**config.mk**
```make
export PLATFORM = sky130hd
export DESIGN_NAME = sevenseg_scan
export DESIGN_NICKNAME = d
export VERILOG_FILES = /design/src/rtl/sevenseg_scan.sv
export SDC_FILE = /design/constraint.sdc
export NUM_CORES = 1
export LEC_CHECK = 0
export ABC_AREA = 1
export BUFFER_PORTS_ARGS = -buffer_cell sky130_fd_sc_hd__buf_2
export CELL_PAD_IN_SITES_DETAIL_PLACEMENT = 1
export CELL_PAD_IN_SITES_GLOBAL_PLACEMENT = 1
export CORE_ASPECT_RATIO = 0.5
export CORE_MARGIN = 3
export CORE_UTILIZATION = 38
export DETAILED_ROUTE_END_ITERATION = 8
export PLACE_DENSITY_LB_ADDON = 0.1
export SKIP_CTS_REPAIR_TIMING = 1
export SLEW_MARGIN = 10
export SYNTH_ARGS = -nofsm -noshare
export SYNTH_HDL_FRONTEND = slang
export SYNTH_SLANG_ARGS = --single-unit
```
**constraint.sdc**
```tcl
create_clock -name clk_in -period 1.68 [get_ports clk_in]
set_clock_uncertainty 0.05 [all_clocks]
set_input_delay 0.168 -clock clk_in [delete_from_list [all_inputs] [get_ports clk_in]]
set_output_delay 0.168 -clock clk_in [all_outputs]
set_load 0.02 [all_outputs]
```
**src/rtl/sevenseg_scan.sv**
```systemverilog
// Four-digit common-anode seven-segment scanner: one shared segment bus, one
// anode per digit, leading-zero blanking, per-digit decimal points and a guard gap.
module sevenseg_scan #(
  parameter int REFRESH_DIV = 100000,
  parameter int GUARD       = 16
) (
  input  logic       clk_in,
  input  logic       reset,
  input  logic [3:0] digit0,
  input  logic [3:0] digit1,
  input  logic [3:0] digit2,
  input  logic [3:0] digit3,
  input  logic [3:0] dp_en,
  input  logic       blank_lead,
  output logic [3:0] an,
  output logic [6:0] seg,
  output logic       dp
);

  localparam int CW = (REFRESH_DIV > 1) ? $clog2(REFRESH_DIV) : 1;
  localparam logic [CW-1:0] CNT_LAST = CW'(REFRESH_DIV - 1);
  localparam logic [CW-1:0] GUARD_C  = CW'(GUARD);

  localparam logic [3:0] AN_OFF  = 4'b1111;
  localparam logic [6:0] SEG_OFF = 7'b1111111;

  logic [CW-1:0] cnt;
  logic [1:0]    idx;

  logic [3:0] snap_digit [4];
  logic [3:0] snap_dp_en;
  logic       snap_blank_lead;

  logic       frame_start;
  logic       in_guard;
  logic [3:0] cur_digit;
  logic       lz3, lz2, lz1;
  logic       digit_blank;
  logic [6:0] seg_code;
  logic [3:0] an_next;
  logic [6:0] seg_next;
  logic       dp_next;

  // Active-low {g,f,e,d,c,b,a}; anything outside 0..9 shows nothing.
  function automatic logic [6:0] bcd_to_seg(input logic [3:0] d);
    case (d)
      4'd0:    bcd_to_seg = 7'b1000000;
      4'd1:    bcd_to_seg = 7'b1111001;
      4'd2:    bcd_to_seg = 7'b0100100;
      4'd3:    bcd_to_seg = 7'b0110000;
      4'd4:    bcd_to_seg = 7'b0011001;
      4'd5:    bcd_to_seg = 7'b0010010;
      4'd6:    bcd_to_seg = 7'b0000010;
      4'd7:    bcd_to_seg = 7'b1111000;
      4'd8:    bcd_to_seg = 7'b0000000;
      4'd9:    bcd_to_seg = 7'b0010000;
      default: bcd_to_seg = 7'b1111111;
    endcase
  endfunction

  assign frame_start = (cnt == '0) && (idx == 2'd0);
  assign in_guard    = (cnt < GUARD_C);

  // Slot counter and digit index.
  always_ff @(posedge clk_in or negedge reset) begin
    if (!reset) begin
      cnt <= '0;
      idx <= 2'd0;
    end else if (cnt == CNT_LAST) begin
      cnt <= '0;
      idx <= idx + 2'd1;
    end else begin
      cnt <= cnt + CW'(1);
    end
  end

  // Inputs are sampled once per frame so a mid-frame change cannot tear the display.
  always_ff @(posedge clk_in or negedge reset) begin
    if (!reset) begin
      for (int i = 0; i < 4; i++) snap_digit[i] <= 4'd0;
      snap_dp_en      <= 4'd0;
      snap_blank_lead <= 1'b0;
    end else if (frame_start) begin
      snap_digit[0]   <= digit0;
      snap_digit[1]   <= digit1;
      snap_digit[2]   <= digit2;
      snap_digit[3]   <= digit3;
      snap_dp_en      <= dp_en;
      snap_blank_lead <= blank_lead;
    end
  end

  // A zero is "leading" only if every digit to its left is also zero.
  assign lz3 = snap_blank_lead && (snap_digit[3] == 4'd0);
  assign lz2 = lz3 && (snap_digit[2] == 4'd0);
  assign lz1 = lz2 && (snap_digit[1] == 4'd0);

  always_comb begin
    digit_blank = 1'b0;
    case (idx)
      2'd3:    digit_blank = lz3;
      2'd2:    digit_blank = lz2;
      2'd1:    digit_blank = lz1;
      default: digit_blank = 1'b0;
    endcase
  end

  assign cur_digit = snap_digit[idx];
  assign seg_code  = bcd_to_seg(cur_digit);

  always_comb begin
    an_next  = AN_OFF;
    seg_next = SEG_OFF;
    dp_next  = 1'b1;
    if (!in_guard) begin
      an_next = ~(4'b0001 << idx);
      if (!digit_blank) begin
        seg_next = seg_code;
        dp_next  = ~snap_dp_en[idx];
      end
    end
  end

  // Registered pins: no combinational path from any input to the display.
  always_ff @(posedge clk_in or negedge reset) begin
    if (!reset) begin
      an  <= AN_OFF;
      seg <= SEG_OFF;
      dp  <= 1'b1;
    end else begin
      an  <= an_next;
      seg <= seg_next;
      dp  <= dp_next;
    end
  end

endmodule

```
==> run metrics <==
Critical Path Source Type=register; critical path required time=around 1.9 ns; leading area contributor after synthesis=dfrtp_1; Seq/Total Area, Yosys=a little under half; DRC=0; setup violators final=0; max-slew violations=0; layout cell share with drive strength beyond 1=between 20% and 30%; TritonCTS clock tree=built; initial cell density of the core=about 40%; Via density=around 4.9; I/O Buffers=34; num ports=35; diodes inserted=0; HP Class=in -> reg; Worst-path clk slew=about 0.070 ns; P per Cell Area=approximately 750 nW/um2; Multi-input gate area=about 1300 um2; largest net degree at the start of global routing=53; post-detail-place hpwl=5.015 mm; #FFs+latches synth=between 50 and 60; Synth cell types=26; Max FO, Critical Path=14; core area=around 6800 um2; Post-synth EDFFs=0; FF-to-FF path depth=8; antenna violations before repair=0; Die ar.=roughly 8300 um2; H-tree Lvls=2; largest cells by area after synthesis=dfrtp_1, nand2_1, dfstp_2, nand3_1, ha_1; max cap viols=0; Fillers=851; total CTS buffers=5; crit path buf inv count=3; initial drt markers=slightly above 60; DRT Pass-1 Iters=4; Tot GR Track Use=17.48%; Worst Path Class, Setup=reg -> reg; DP Worst Slack=-0.09684 ns; WP data arrival=between 1.5 and 2 ns; Fmax=just over 600 MHz; CTS sink cnt=52; WL/cell=approximately 14 um; clk_lat worst skew=~0.3 ns; unrepaired setup endpoints after global routing=true; Slew @ Worst Pin=around 0.44 ns; P&R area growth vs syn=22.29%; status=completed; Final Cycle Share=98.50%; largest delay contributor family on the critical path=simple AND/OR/NAND/NOR gates; Synth Flop Type=dfrtp_1; area fraction of the dominant cell type after synthesis=between 30% and 40%; Synth Cell Area=2745 um2; post-layout util=about half; worst-path cell chain=inv_4 -> ha_2 -> nand2_1 -> nor3_4 -> buf_12 -> buf_6 -> nand3_1 -> nand2_1; Worst Setup Slack, final=roughly 0.025 ns; GRT overflow=0; num rows=21; static leakage=between 0.0015 and 0.002 uW; total number of vias=2413; Async SR Flop Fraction=100.0%; setup tns final=0 ns; yosys warns=0; final WL=roughly 7.0 mm; hold path cells=3; # nets final=about 430; Most common cell on crit path=nand2_1; Root Driver=clkbuf_16; Avg Cell Area, Syn=between 8 and 9 um2; vias in the first global route=2430; Syn Inst Count=342; register area=roughly 1300 um2; Post-Syn Nets=between 300 and 400; Slowest-stage cell, CP=dfrtp_1; Crit path depth=8; Final ANT Viol Nets=0; Final Wtd Congestion=between 0.8 and 0.9; Fin. Hold Viols=0; max_slew headroom=between 70 and 80%; DIE WIDTH=roughly 130 um; Die H=66.10 um; Tmin final=1.655 ns; Critical Path Sink Type=register; Bufs on Longest Clock Path=2; maximum vdd drop=0.3331 mV; Slowest Stage Delay on Critical Path=0.41 ns; first-pass GRT wire length=about 11 mm
[worst min-delay path: cells and delay by family]
family | cells | cell delay, ns
buf+inv | 1 | 0.07
simple gates | 2 | 0.12
[path summary, 6_finish.rpt]
path	from	to	slack (ns)
max	idx[1]$_DFFE_PN0N_	snap_blank_lead$_DFFE_PN0P_	0.03
min	digit3[3]	snap_digit[3]$_DFFE_PN0P_	0.05
max reg2reg	idx[1]$_DFFE_PN0N_	snap_blank_lead$_DFFE_PN0P_	0.03
min reg2reg	snap_digit[11]$_DFFE_PN0P_	snap_digit[11]$_DFFE_PN0P_	0.44
max in group asynchronous	reset	dp$_DFF_PN1_	0.95
min in group asynchronous	reset	snap_digit[9]$_DFFE_PN0P_	0.34
[metrics by stage]
step                instance area (um2)  total power, uW  cells  hold WS, ns
floorplan                          2750             1439    342      -0.1776
global placement                   3077             1526    472       0.1306
detailed placement                 3077             1533    472       0.1349
CTS                                3214             2553    480      -0.1807
global route                       3357             2658    490      0.05676
finish                             3357             2525    490      0.04827
[cells in the final DEF, fill, tap and decap left out, types with 2 or more instances in the layout]
cell type,netlist,routed
a21oi_1,2,2
buf_12,0,2
buf_2,4,34
buf_4,2,17
buf_6,3,2
clkbuf_1,0,2
clkbuf_16,0,5
dfrtp_1,40,40
dfstp_2,12,12
ha_1,11,10
inv_1,32,30
inv_2,2,3
nand2_1,111,107
nand2_2,3,6
nand2_4,0,2
nand3_1,52,49
nand3_2,0,3
nand3b_1,2,2
nand4_1,5,5
nor2_1,32,32
nor2_4,2,2
nor3_1,9,8
nor3_4,1,2
o21ai_0,3,3
xnor2_1,2,2
xor2_1,7,7
[registers in the layout, summed over array words and instances, names as in the netlist]
| name | cells |
|---|---|
| an | 4 |
| dp | 1 |
| idx | 2 |
| seg | 7 |
| snap_blank_lead | 1 |
| cnt | 17 |
| snap_dp_en | 4 |
| snap_digit | 16 |
[layout make-up]
cell class	instances	area share (%)
Tap cell	92	3.429
Timing Repair Buffer	56	11.03
Multi-Input combinational cell	248	38.35
Clock buffer	7	3.951
Sequential cell	52	39.21
Clock inverter	1	0.1491
Inverter	34	3.876
[cell usage after synthesis, types with 3 or more instances]
library cell / number
ha_1: 11
buf_2: 4
nor2_1: 32
nor3_1: 9
nand2_2: 3
xor2_1: 7
o21ai_0: 3
nand4_1: 5
dfrtp_1: 40
buf_6: 3
nand3_1: 52
inv_1: 32
nand2_1: 111
dfstp_2: 12
[power breakdown]
part | total (uW) | switching (uW) | internal (uW) | leakage (uW)
logic | 190 | 115 | 74.9 | 0.00106
clock network | 1010 | 456 | 552 | 0.0000679
registers | 1330 | 22.3 | 1310 | 0.000622
total | 2530 | 593 | 1930 | 0.00174
[cell families (layout without fill, tap and decap cells)]
kind of cell,Yosys count,in the layout,share of synthesized area (%)
XOR/XNOR,9,9,2.872
flip-flops,52,52,47.95
buffers and inverters,43,98,7.156
AND/OR/NAND/NOR,218,219,34.69
adder cells (fa/ha/maj),11,11,5.014
AO/OA/AOI/OAI,9,9,2.325
[routing by layer]
metal  GRT usage, %  vias to the layer above  part of all wire, %
li1               -                     1190                    -
met1          20.89                     1183                   46
met2          31.42                       33                   49
met3          4.113                        7                  3.2
met4          6.016                        0                  1.4
met5              0                        -                    0
No activity file was read; power rests on OpenSTA's default activity.
